$ cat config.mk
export PLATFORM = sky130hd
export DESIGN_NAME = audio_adc_rx_flat
export DESIGN_NICKNAME = d
export VERILOG_FILES = /design/src/rtl/audio_adc_rx_if.sv /design/src/rtl/audio_adc_rx.sv /design/src/flat_wrapper.sv
export SDC_FILE = /design/constraint.sdc
export NUM_CORES = 1
export LEC_CHECK = 0
export ABC_AREA = 1
export BUFFER_PORTS_ARGS = -buffer_cell sky130_fd_sc_hd__buf_2
export CAP_MARGIN = 25
export CORE_ASPECT_RATIO = 0.9
export CORE_MARGIN = 2
export CORE_UTILIZATION = 40
export CTS_BUF_LIST = sky130_fd_sc_hd__clkbuf_2 sky130_fd_sc_hd__clkbuf_4 sky130_fd_sc_hd__clkbuf_8
export CTS_CLUSTER_DIAMETER = 80
export CTS_CLUSTER_SIZE = 25
export DETAILED_ROUTE_END_ITERATION = 6
export SYNTH_ARGS = -nofsm -noshare
export SYNTH_HDL_FRONTEND = slang
export SYNTH_SLANG_ARGS = --single-unit
export TNS_END_PERCENT = 100
$ cat constraint.sdc
create_clock -name clk -period 8.55 [get_ports clk]
set_input_delay 0.855 -clock clk [delete_from_list [all_inputs] [get_ports clk]]
set_output_delay 0.855 -clock clk [all_outputs]
set_load 0.03 [all_outputs]
$ cat src/rtl/audio_adc_rx_if.sv
// Stereo sample stream from the I2S receiver: show-ahead head of the frame FIFO.
// Consumer pops the head in any cycle where sample_valid & sample_ready.
interface audio_adc_rx_if #(
  parameter int DATA_WIDTH = 24
);
  logic [DATA_WIDTH-1:0] sample_left;
  logic [DATA_WIDTH-1:0] sample_right;
  logic                  sample_valid;
  logic                  sample_ready;

  modport master (output sample_left, sample_right, sample_valid, input sample_ready);
  modport slave  (input sample_left, sample_right, sample_valid, output sample_ready);
endinterface

$ cat src/rtl/audio_adc_rx.sv
// I2S ADC receiver: pins -> 2-flop sync -> deserializer -> show-ahead frame FIFO; last R bit to valid = 2 clk.
// Backpressure: sample_ready stalls the FIFO; a frame arriving while full with no pop is dropped (sticky overflow).
module audio_adc_rx_fifo #(
  parameter int WIDTH = 48,
  parameter int DEPTH = 8
) (
  input  logic                     clk,
  input  logic                     reset_n,
  input  logic                     wr_vld,
  input  logic [WIDTH-1:0]         wr_dat,
  output logic                     wr_rdy,
  output logic                     rd_vld,
  input  logic                     rd_rdy,
  output logic [WIDTH-1:0]         rd_dat,
  output logic [$clog2(DEPTH):0]   level
);
  localparam int AW = $clog2(DEPTH);

  logic [WIDTH-1:0] mem_q [DEPTH];
  logic [WIDTH-1:0] mem_d [DEPTH];
  logic [AW-1:0]    wr_ptr_q, wr_ptr_d, rd_ptr_q, rd_ptr_d;
  logic [AW:0]      level_q, level_d;
  logic             do_wr, do_rd;

  assign rd_vld = (level_q != '0);
  // A pop frees the slot in the same cycle, so a full FIFO still accepts a write.
  assign wr_rdy = (level_q != (AW+1)'(DEPTH)) | rd_rdy;
  assign do_wr  = wr_vld & wr_rdy;
  assign do_rd  = rd_vld & rd_rdy;
  assign rd_dat = rd_vld ? mem_q[rd_ptr_q] : '0;
  assign level  = level_q;

  always_comb begin
    mem_d    = mem_q;
    wr_ptr_d = wr_ptr_q;
    rd_ptr_d = rd_ptr_q;
    level_d  = level_q;
    if (do_wr) begin
      mem_d[wr_ptr_q] = wr_dat;
      wr_ptr_d        = wr_ptr_q + AW'(1);
    end
    if (do_rd) rd_ptr_d = rd_ptr_q + AW'(1);
    if (do_wr && !do_rd) level_d = level_q + (AW+1)'(1);
    else if (!do_wr && do_rd) level_d = level_q - (AW+1)'(1);
  end

  always_ff @(posedge clk) begin
    mem_q <= mem_d;
  end

  always_ff @(posedge clk) begin
    if (!reset_n) begin
      wr_ptr_q <= '0;
      rd_ptr_q <= '0;
      level_q  <= '0;
    end else begin
      wr_ptr_q <= wr_ptr_d;
      rd_ptr_q <= rd_ptr_d;
      level_q  <= level_d;
    end
  end
endmodule

module audio_adc_rx #(
  parameter int DATA_WIDTH = 24,
  parameter int FIFO_DEPTH = 8
) (
  input  logic                          clk,
  input  logic                          reset_n,
  input  logic                          enable,
  input  logic                          aud_bclk,
  input  logic                          aud_adclrck,
  input  logic                          aud_adcdat,
  audio_adc_rx_if.master                smp,
  output logic [$clog2(FIFO_DEPTH):0]   fifo_level,
  output logic                          overflow,
  output logic                          framing_err,
  input  logic                          err_clr
);
  localparam int CW = $clog2(DATA_WIDTH + 1);

  typedef struct packed {
    logic [DATA_WIDTH-1:0] left;
    logic [DATA_WIDTH-1:0] right;
  } frame_t;

  typedef enum logic [1:0] {IDLE, WAIT, SHIFT, SKIP} state_e;

  // Pin synchronizers: [2]=bclk, [1]=lrck, [0]=dat
  logic [2:0]            sync1_q, sync1_d, sync2_q, sync2_d;
  logic                  bclk_h_q, bclk_h_d, lrck_prev_q, lrck_prev_d;
  state_e                state_q, state_d;
  logic [CW-1:0]         bitcnt_q, bitcnt_d;
  logic                  chan_q, chan_d, have_left_q, have_left_d, push_q, push_d;
  logic [DATA_WIDTH-1:0] shreg_q, shreg_d, left_q, left_d, right_q, right_d, shifted;
  logic                  overflow_q, overflow_d, framing_err_q, framing_err_d;
  logic                  bclk_s, lrck_s, dat_s, rise, lr_edge, ferr_set, wr_rdy;
  frame_t                wr_frame, head;

  assign bclk_s  = sync2_q[2];
  assign lrck_s  = sync2_q[1];
  assign dat_s   = sync2_q[0];
  assign rise    = bclk_s & ~bclk_h_q;
  assign lr_edge = rise & (lrck_s != lrck_prev_q);
  assign shifted = {shreg_q[DATA_WIDTH-2:0], dat_s};

  always_comb begin
    sync1_d       = {aud_bclk, aud_adclrck, aud_adcdat};
    sync2_d       = sync1_q;
    bclk_h_d      = bclk_s;
    lrck_prev_d   = rise ? lrck_s : lrck_prev_q;
    state_d       = state_q;
    bitcnt_d      = bitcnt_q;
    chan_d        = chan_q;
    have_left_d   = have_left_q;
    shreg_d       = shreg_q;
    left_d        = left_q;
    right_d       = right_q;
    push_d        = 1'b0;
    ferr_set      = 1'b0;
    if (!enable) begin
      state_d = IDLE;
    end else if (rise) begin
      case (state_q)
        IDLE: state_d = WAIT;
        WAIT: if (lr_edge && !lrck_s) begin
          state_d     = SHIFT;
          bitcnt_d    = '0;
          chan_d      = 1'b0;
          have_left_d = 1'b0;
        end
        SHIFT: if (lr_edge) begin
          // Slot cut short: drop the partial channel and any pending left half.
          ferr_set    = 1'b1;
          have_left_d = 1'b0;
          bitcnt_d    = '0;
          chan_d      = lrck_s;
        end else begin
          shreg_d  = shifted;
          bitcnt_d = bitcnt_q + CW'(1);
          if (bitcnt_q == CW'(DATA_WIDTH - 1)) begin
            state_d = SKIP;
            if (chan_q) begin
              right_d     = shifted;
              push_d      = have_left_q;
              have_left_d = 1'b0;
            end else begin
              left_d      = shifted;
              have_left_d = 1'b1;
            end
          end
        end
        SKIP: if (lr_edge) begin
          state_d  = SHIFT;
          bitcnt_d = '0;
          chan_d   = lrck_s;
        end
        default: state_d = IDLE;
      endcase
    end
  end

  assign wr_frame = '{left: left_q, right: right_q};

  always_comb begin
    overflow_d    = err_clr ? 1'b0 : overflow_q;
    framing_err_d = err_clr ? 1'b0 : framing_err_q;
    if (push_q && !wr_rdy) overflow_d = 1'b1;
    if (ferr_set) framing_err_d = 1'b1;
  end

  always_ff @(posedge clk) begin
    if (!reset_n) begin
      sync1_q       <= '0;
      sync2_q       <= '0;
      bclk_h_q      <= 1'b0;
      lrck_prev_q   <= 1'b0;
      state_q       <= IDLE;
      bitcnt_q      <= '0;
      chan_q        <= 1'b0;
      have_left_q   <= 1'b0;
      shreg_q       <= '0;
      left_q        <= '0;
      right_q       <= '0;
      push_q        <= 1'b0;
      overflow_q    <= 1'b0;
      framing_err_q <= 1'b0;
    end else begin
      sync1_q       <= sync1_d;
      sync2_q       <= sync2_d;
      bclk_h_q      <= bclk_h_d;
      lrck_prev_q   <= lrck_prev_d;
      state_q       <= state_d;
      bitcnt_q      <= bitcnt_d;
      chan_q        <= chan_d;
      have_left_q   <= have_left_d;
      shreg_q       <= shreg_d;
      left_q        <= left_d;
      right_q       <= right_d;
      push_q        <= push_d;
      overflow_q    <= overflow_d;
      framing_err_q <= framing_err_d;
    end
  end

  audio_adc_rx_fifo #(.WIDTH(2 * DATA_WIDTH), .DEPTH(FIFO_DEPTH)) u_fifo (
    .clk     (clk),
    .reset_n (reset_n),
    .wr_vld  (push_q),
    .wr_dat  (wr_frame),
    .wr_rdy  (wr_rdy),
    .rd_vld  (smp.sample_valid),
    .rd_rdy  (smp.sample_ready),
    .rd_dat  (head),
    .level   (fifo_level)
  );

  assign smp.sample_left  = head.left;
  assign smp.sample_right = head.right;
  assign overflow         = overflow_q;
  assign framing_err      = framing_err_q;
endmodule
$ cat src/flat_wrapper.sv
// flat-port wrapper written by rule: the top's interface ports become plain ports
module audio_adc_rx_flat 
#(
  parameter int DATA_WIDTH = 24,
  parameter int FIFO_DEPTH = 8
)
  (clk, reset_n, enable, aud_bclk, aud_adclrck, aud_adcdat, fifo_level, overflow, framing_err, err_clr, smp_sample_left, smp_sample_right, smp_sample_valid, smp_sample_ready);
  audio_adc_rx_if #(.DATA_WIDTH(DATA_WIDTH)) smp_i ();
  input  logic clk;
  input  logic reset_n;
  input  logic enable;
  input  logic aud_bclk;
  input  logic aud_adclrck;
  input  logic aud_adcdat;
  output logic [$clog2(FIFO_DEPTH):0] fifo_level;
  output logic overflow;
  output logic framing_err;
  input  logic err_clr;
  output wire logic [$bits(smp_i.sample_left)-1:0] smp_sample_left;
  output wire logic [$bits(smp_i.sample_right)-1:0] smp_sample_right;
  output wire logic [$bits(smp_i.sample_valid)-1:0] smp_sample_valid;
  input wire logic [$bits(smp_i.sample_ready)-1:0] smp_sample_ready;
  assign smp_sample_left = smp_i.sample_left;
  assign smp_sample_right = smp_i.sample_right;
  assign smp_sample_valid = smp_i.sample_valid;
  assign smp_i.sample_ready = smp_sample_ready;
  audio_adc_rx #(.DATA_WIDTH(DATA_WIDTH), .FIFO_DEPTH(FIFO_DEPTH)) u_core (.clk(clk), .reset_n(reset_n), .enable(enable), .aud_bclk(aud_bclk), .aud_adclrck(aud_adclrck), .aud_adcdat(aud_adcdat), .smp(smp_i), .fifo_level(fifo_level), .overflow(overflow), .framing_err(framing_err), .err_clr(err_clr));
endmodule
Word-level counts from Yosys, hierarchy flattened
Cells that the tools add are included.

Magnitude comparators: 3. $add $sub $neg: 5. Equal/unequal tests: 12. Reductions and logical operators: 27. Muxes and demuxes: 32. Bitwise logic cells: 15.

Operator list (number): 384-bit bitwise mux (1); 48-bit 2-to-1 mux (4); 48-bit binary-select mux with 3-bit select (1); 48-bit demux with 3-bit select (1); 5-bit AND reduction (4); 5-bit 2-to-1 mux (3); 5-bit one-hot mux with 3 select lines (1); 1-bit 2-to-1 mux (12); 6-bit AND reduction (2); 2-bit nonzero test (5); 4-bit >= comparator, second input constant (2); 2-bit 2-to-1 mux (4); 4-bit 2-to-1 mux (2); 2-bit by 1-bit inequality test with 1-bit output, second input constant (4); 1-bit NOT (8); 3-bit NOT with 4-bit output (2); 2-bit one-hot mux with 4 select lines (1); 7-bit OR reduction (1); 3-bit by 1-bit adder with 3-bit output, second input constant (2); 5-bit by 1-bit adder with 5-bit output, second input constant (1); 5-bit == test, second input constant (1); 1-bit logical AND (5); 4-bit by 1-bit adder with 4-bit output, second input constant (1); 1-bit bitwise AND (4); 17 further kinds (22).

Output and inout bits: 55. Logic and storage cells: 119. Register bits after elaboration: 485. Input port bits: 8.

Longest topological paths before layout
Depth in word-level cells: 8. Mapped depth: 12. Depth with buffers taken out: 12.

Modules after synthesis
From an unflattened synthesis, not the netlist that was laid out.

Cell total of the unflattened synthesis: 1972. Area, all modules: 19984.2 µm².

Modules (own cells, without submodules): audio_adc_rx_fifo (cells an instance 1516, area an instance 16425.8 µm², times used 1, seq. area each 11731.3 µm²); audio_adc_rx (cells an instance 456, area an instance 3558.4 µm², times used 1, seq. area each 1821.7 µm²).

Worst setup path after synthesis
Ideal clock, no wire load.

Path type: input to register. Start point: input port smp_sample_ready. End point: register u_core.u_fifo.mem_q[144] (netlist bit), enable pin. Path slack: 4849 ps. Required time: 8096 ps. Setup time: 454 ps. Data arrival time: 3247 ps. Buffers on the path: 0. Stages on the path: 4. Path through: nor2_1 -> nor2_1 -> nand2_1 -> nor2_1.

Cells in the longest elaborated chain, start to end: 2.

RTL lines: start, declared (line flat_wrapper.sv:22) `input wire logic [$bits(smp_i.sample_ready)-1:0] smp_sample_ready;`; 1-bit OR (line audio_adc_rx.sv:27) `assign wr_rdy = (level_q != (AW+1)'(DEPTH)) | rd_rdy;`; 1-bit bitwise AND (line audio_adc_rx.sv:28) `assign do_wr = wr_vld & wr_rdy;`; named net u_core.u_fifo.do_wr (line audio_adc_rx.sv:23) `logic do_wr, do_rd;`; end signal, assigned (line audio_adc_rx.sv:48) `mem_q <= mem_d;`; end, declared (line audio_adc_rx.sv:19) `logic [WIDTH-1:0] mem_q [DEPTH];`.

The timed path passes the listed nets, and every way through them passes these cells. A chain may end at the register's enable or synchronous reset.

Worst setup path after layout
Start point: register u_core.u_fifo.rd_ptr_q[0]. End point: output port smp_sample_left[1].

Cells in the longest elaborated chain, start to end: 5.

RTL lines: start, declared (line audio_adc_rx.sv:21) `logic [AW-1:0] wr_ptr_q, wr_ptr_d, rd_ptr_q, rd_ptr_d;`; start signal, assigned (line audio_adc_rx.sv:58) `rd_ptr_q <= rd_ptr_d;`; 3-bit NOT with 4-bit output (implied by the code) (line audio_adc_rx.sv:30) `assign rd_dat = rd_vld ? mem_q[rd_ptr_q] : '0;`; 48-bit binary-select mux with 3-bit select (line audio_adc_rx.sv:30); 48-bit 2-to-1 mux (implied by the code) (2 in a row) (line audio_adc_rx.sv:30); 48-bit 2-to-1 mux (line audio_adc_rx.sv:30); end, declared (line flat_wrapper.sv:19) `output wire logic [$bits(smp_i.sample_left)-1:0] smp_sample_left;`.

Every way passes these cells. The select of a mux whose other input is x is not followed.

==> insert_results.sql <==
INSERT INTO impl_metrics (metric_group, metric, value, unit) VALUES
('synthesis', 'yosysTopAreaCell', 'sky130_fd_sc_hd__edfxtp_1', ''),
('timing', 'final-setup-viol-count', '0', ''),
('synthesis', 'syn-instance-count', '1630', ''),
('cts', 'postCtsResizedCells', '0', ''),
('global_route', 'grt_pass1_vias', '11320', ''),
('placement', 'rd_place_congestion', '0.7622', ''),
('timing', 'timing.final.hold_violations', '0', ''),
('power', 'combinationalPowerShare', '30.5', '%'),
('floorplan', 'floorplan.initialDensity', '40.74', '%'),
('drt', 'route.final.wire_length', '41.41', 'mm'),
('timing', 'fin_crit_sh', '53.86', '%'),
('hold_path', 'hold_path_origin', 'aud_bclk', ''),
('finish', 'final_non_filler_cell_area', '20340', 'µm²'),
('critical_path', 'criticalPathCategory', 'reg2out', ''),
('finish', 'final_nets', '1653', ''),
('hold_path', 'worstHoldPathCells', '3', ''),
('finish', 'flow.area_growth_from_synthesis', '6.434', '%'),
('timing', 'fin_worst_skew', '0.02444', 'ns'),
('global_route', 'grt_start_max_net_pins', '122', ''),
('placement', 'io_buffers', '62', ''),
('timing', 'worst_slew_margin_rel', '33.71', '%'),
('drt', 'route.detailed.drc', '0', ''),
('power', 'worst_ir_drop_vdd', '0.0002461', 'V'),
('finish', 'seqCellArea', '13560', 'µm²'),
('cts', 'cts.htree.levels', '1', ''),
('critical_path', 'worst_setup_path_start_kind', 'register', ''),
('placement', 'dp.final_hpwl', '22.27', 'mm'),
('global_route', 'grtUsageTotal', '16.72', '%'),
('cts', 'clkSinkCount', '485', ''),
('cts', 'cts_inserted_buffers', '24', ''),
('critical_path', 'worstReg2RegStart', 'u_core.u_fifo.level[0]', ''),
('synthesis', 'synth-async-reset-ratio', '0', '%'),
('synthesis', 'netlist_top_cells_area', 'sky130_fd_sc_hd__edfxtp_1 60%, sky130_fd_sc_hd__dfxtp_1 11%, sky130_fd_sc_hd__nor2_1 8.3%', ''),
('power', 'power-per-cell-area', '254.7', 'nW/µm²'),
('global_route', 'grt_first_pass_wirelength', '64.64', 'mm'),
('placement', 'dpl_cell_area', '19850', 'µm²'),
('synthesis', 'synth.top_cell.area_share', '60.33', '%'),
('drt', 'drt_first_iter_violations', '930', ''),
('power', 'pwr-share-clk', '19.8', '%'),
('critical_path', 'critical_path.reg2reg.endpoint', 'u_core.u_fifo.mem_q[70]', ''),
('hold_path', 'min_path_type', 'in2reg', ''),
('cts', 'postCtsSetupBuffers', '0', ''),
('floorplan', 'design.core.area', '46920', 'µm²'),
('cts', 'later_pin_clock_latency_in_the_skew_report', '0.63', 'ns'),
('run_status', 'run_status', 'finished, final reports clean', ''),
('power', 'power_switching', '1.852', 'mW'),
('cts', 'clk_transition_reported_paths', '0.15', 'ns'),
('timing', 'slew_viol_final', '0', ''),
('power', 'p_leak', '7.858', 'nW'),
('finish', 'n_fill_cell', '4344', ''),
('synthesis', 'avgSynthCellArea', '11.73', 'µm²'),
('synthesis', 'synthesis.area', '19110', 'µm²'),
('critical_path', 'end_kind', 'output pin', ''),
('critical_path', 'critical_path_maximum_fanout', '98', ''),
('power', 'internal_power', '3.330', 'mW'),
('timing', 'setup_tns', '0', 'ns'),
('floorplan', 'rows', '75', ''),
('drt', 'antenna_violating_nets_post_route', '0', ''),
('global_route', 'overflow', '0', ''),
('flow_run', 'cap_viol_max_count', '0', ''),
('timing', 'tightestPinTransition', '0.9943', 'ns'),
('drt', 'avgRoutedWirePerCell', '18.26', 'µm'),
('synthesis', 'postSynthNetCount', '1649', ''),
('drt', 'route.vias.total', '11810', ''),
('synthesis', 'synth_cell_types', '33', ''),
('critical_path', 'arrival', '3.75', 'ns'),
('finish', 'diodes', '0', ''),
('critical_path', 'ff2ff_setup_slack', '5.78', 'ns'),
('timing', 'f_max', '217.1', 'MHz'),
('global_route', 'initial_antenna_violation_count', '0', ''),
('synthesis', 'sequential_fraction_of_the_synthesis_area', '70.90', '%');
==> cell usage after synthesis, types with 9 or more instances <==
cell type,instances
sky130_fd_sc_hd__edfxtp_1,384
sky130_fd_sc_hd__dfxtp_1,101
sky130_fd_sc_hd__nand3_1,14
sky130_fd_sc_hd__o32ai_1,48
sky130_fd_sc_hd__o21ai_0,221
sky130_fd_sc_hd__o21ai_1,101
sky130_fd_sc_hd__buf_2,20
sky130_fd_sc_hd__a21oi_2,30
sky130_fd_sc_hd__buf_6,13
sky130_fd_sc_hd__nor2_1,423
sky130_fd_sc_hd__inv_1,59
sky130_fd_sc_hd__ha_1,10
sky130_fd_sc_hd__nand2_1,53
sky130_fd_sc_hd__buf_4,9
sky130_fd_sc_hd__clkbuf_1,54
sky130_fd_sc_hd__a21oi_1,57
==> area by class of cell <==
cell class	instances	area share [%]
timing repair buffer	81	2.226
clock inverter	7	0.2768
inverter	60	1.132
multi-input combinational	982	23.78
clock buffer	37	2.134
sequential	485	66.66
tap	616	3.788
==> worst max-delay path by stage <==
stage,slack [ns],endpoint,startpoint,cells past startpoint
5_1_grt,3.62,smp_sample_left[1],u_core.u_fifo.rd_ptr_q[0],9
3_3_place_gp,4.63,smp_sample_left[6],u_core.u_fifo.rd_ptr_q[0],9
4_1_cts,3.92,smp_sample_left[7],u_core.u_fifo.rd_ptr_q[1],7
3_5_place_dp,4.63,smp_sample_left[1],u_core.u_fifo.rd_ptr_q[0],7
2_1_floorplan,4.85,u_core.u_fifo.mem_q[144],smp_sample_ready,4
6_report,3.94,smp_sample_left[1],u_core.u_fifo.rd_ptr_q[0],7
==> critical path, stage by stage (launching register included) <==
cell and delay [ns]:
sky130_fd_sc_hd__dfxtp_4 0.39, sky130_fd_sc_hd__buf_4 0.72, sky130_fd_sc_hd__buf_4 0.83, sky130_fd_sc_hd__nor2_1 0.12, sky130_fd_sc_hd__o32ai_1 0.33, sky130_fd_sc_hd__nor2_1 0.07
sky130_fd_sc_hd__nor2_1 0.29, sky130_fd_sc_hd__buf_2 0.27
==> state kept, by name (all words and copies together) (netlist names), 4 cells and up <==
signal / count
u_core.shreg_q: 23
u_core.right_q: 24
u_core.bitcnt_q: 5
u_core.u_fifo.mem_q: 384
u_core.u_fifo.level: 4
u_core.left_q: 24
==> cell usage in the layout (no fill, tap or decap), types with 48 or more instances in the layout <==
cell type                  instances
sky130_fd_sc_hd__nand2_1          52
sky130_fd_sc_hd__inv_1            58
sky130_fd_sc_hd__o32ai_1          48
sky130_fd_sc_hd__dfxtp_1          98
sky130_fd_sc_hd__a21oi_1          57
sky130_fd_sc_hd__o21ai_1         101
sky130_fd_sc_hd__o21ai_0         221
sky130_fd_sc_hd__buf_2            62
sky130_fd_sc_hd__nor2_1          415
sky130_fd_sc_hd__edfxtp_1        384
==> power by group through the flow <==
stage	Clock [mW]	Combinational, mW	Sequential, mW
global placement	0	1.58	2.62
detailed placement	0	1.60	2.63
CTS	1.06	1.61	2.57
floorplan	0	1.24	2.61
finish	1.03	1.58	2.57
global route	1.14	1.78	2.58
==> logic make-up after synthesis <==
family | Yosys count | share of synthesized area, %
AOI/OAI and AO/OA | 457 | 13.50
xor gates and xnor gates | 4 | 0.1833
adders and majority gates | 11 | 0.7593
buffers and inverters | 163 | 4.111
DFF | 485 | 70.90
and+or+nand+nor | 510 | 10.55
==> metrics by stage <==
| stage | utilization (%) | cells | hold WS [ns] | setup slack (ns) |
|---|---|---|---|---|
| 6_report | 43.36 | 2268 | 0.4086 | 3.945 |
| 5_1_grt | 43.36 | 2268 | 0.3982 | 3.621 |
| 4_1_cts | 43.36 | 2268 | 0.3713 | 3.918 |
| 3_5_place_dp | 42.31 | 2224 | 0.4022 | 4.626 |
| 3_3_place_gp | 42.31 | 2224 | 0.4059 | 4.628 |
| 2_1_floorplan | - | 1630 | 0.3905 | 4.849 |
==> per-layer routing <==
layer  global-route usage, %  routed length, µm  vias up
li1                        -                  -     5746
met1                   23.70              19420     5788
met2                   27.97              19430      231
met3                   1.751               1783       47
met4                   3.470                775        0
met5                       0                  0        -
Note: power is estimated with default switching activity, not from simulation.
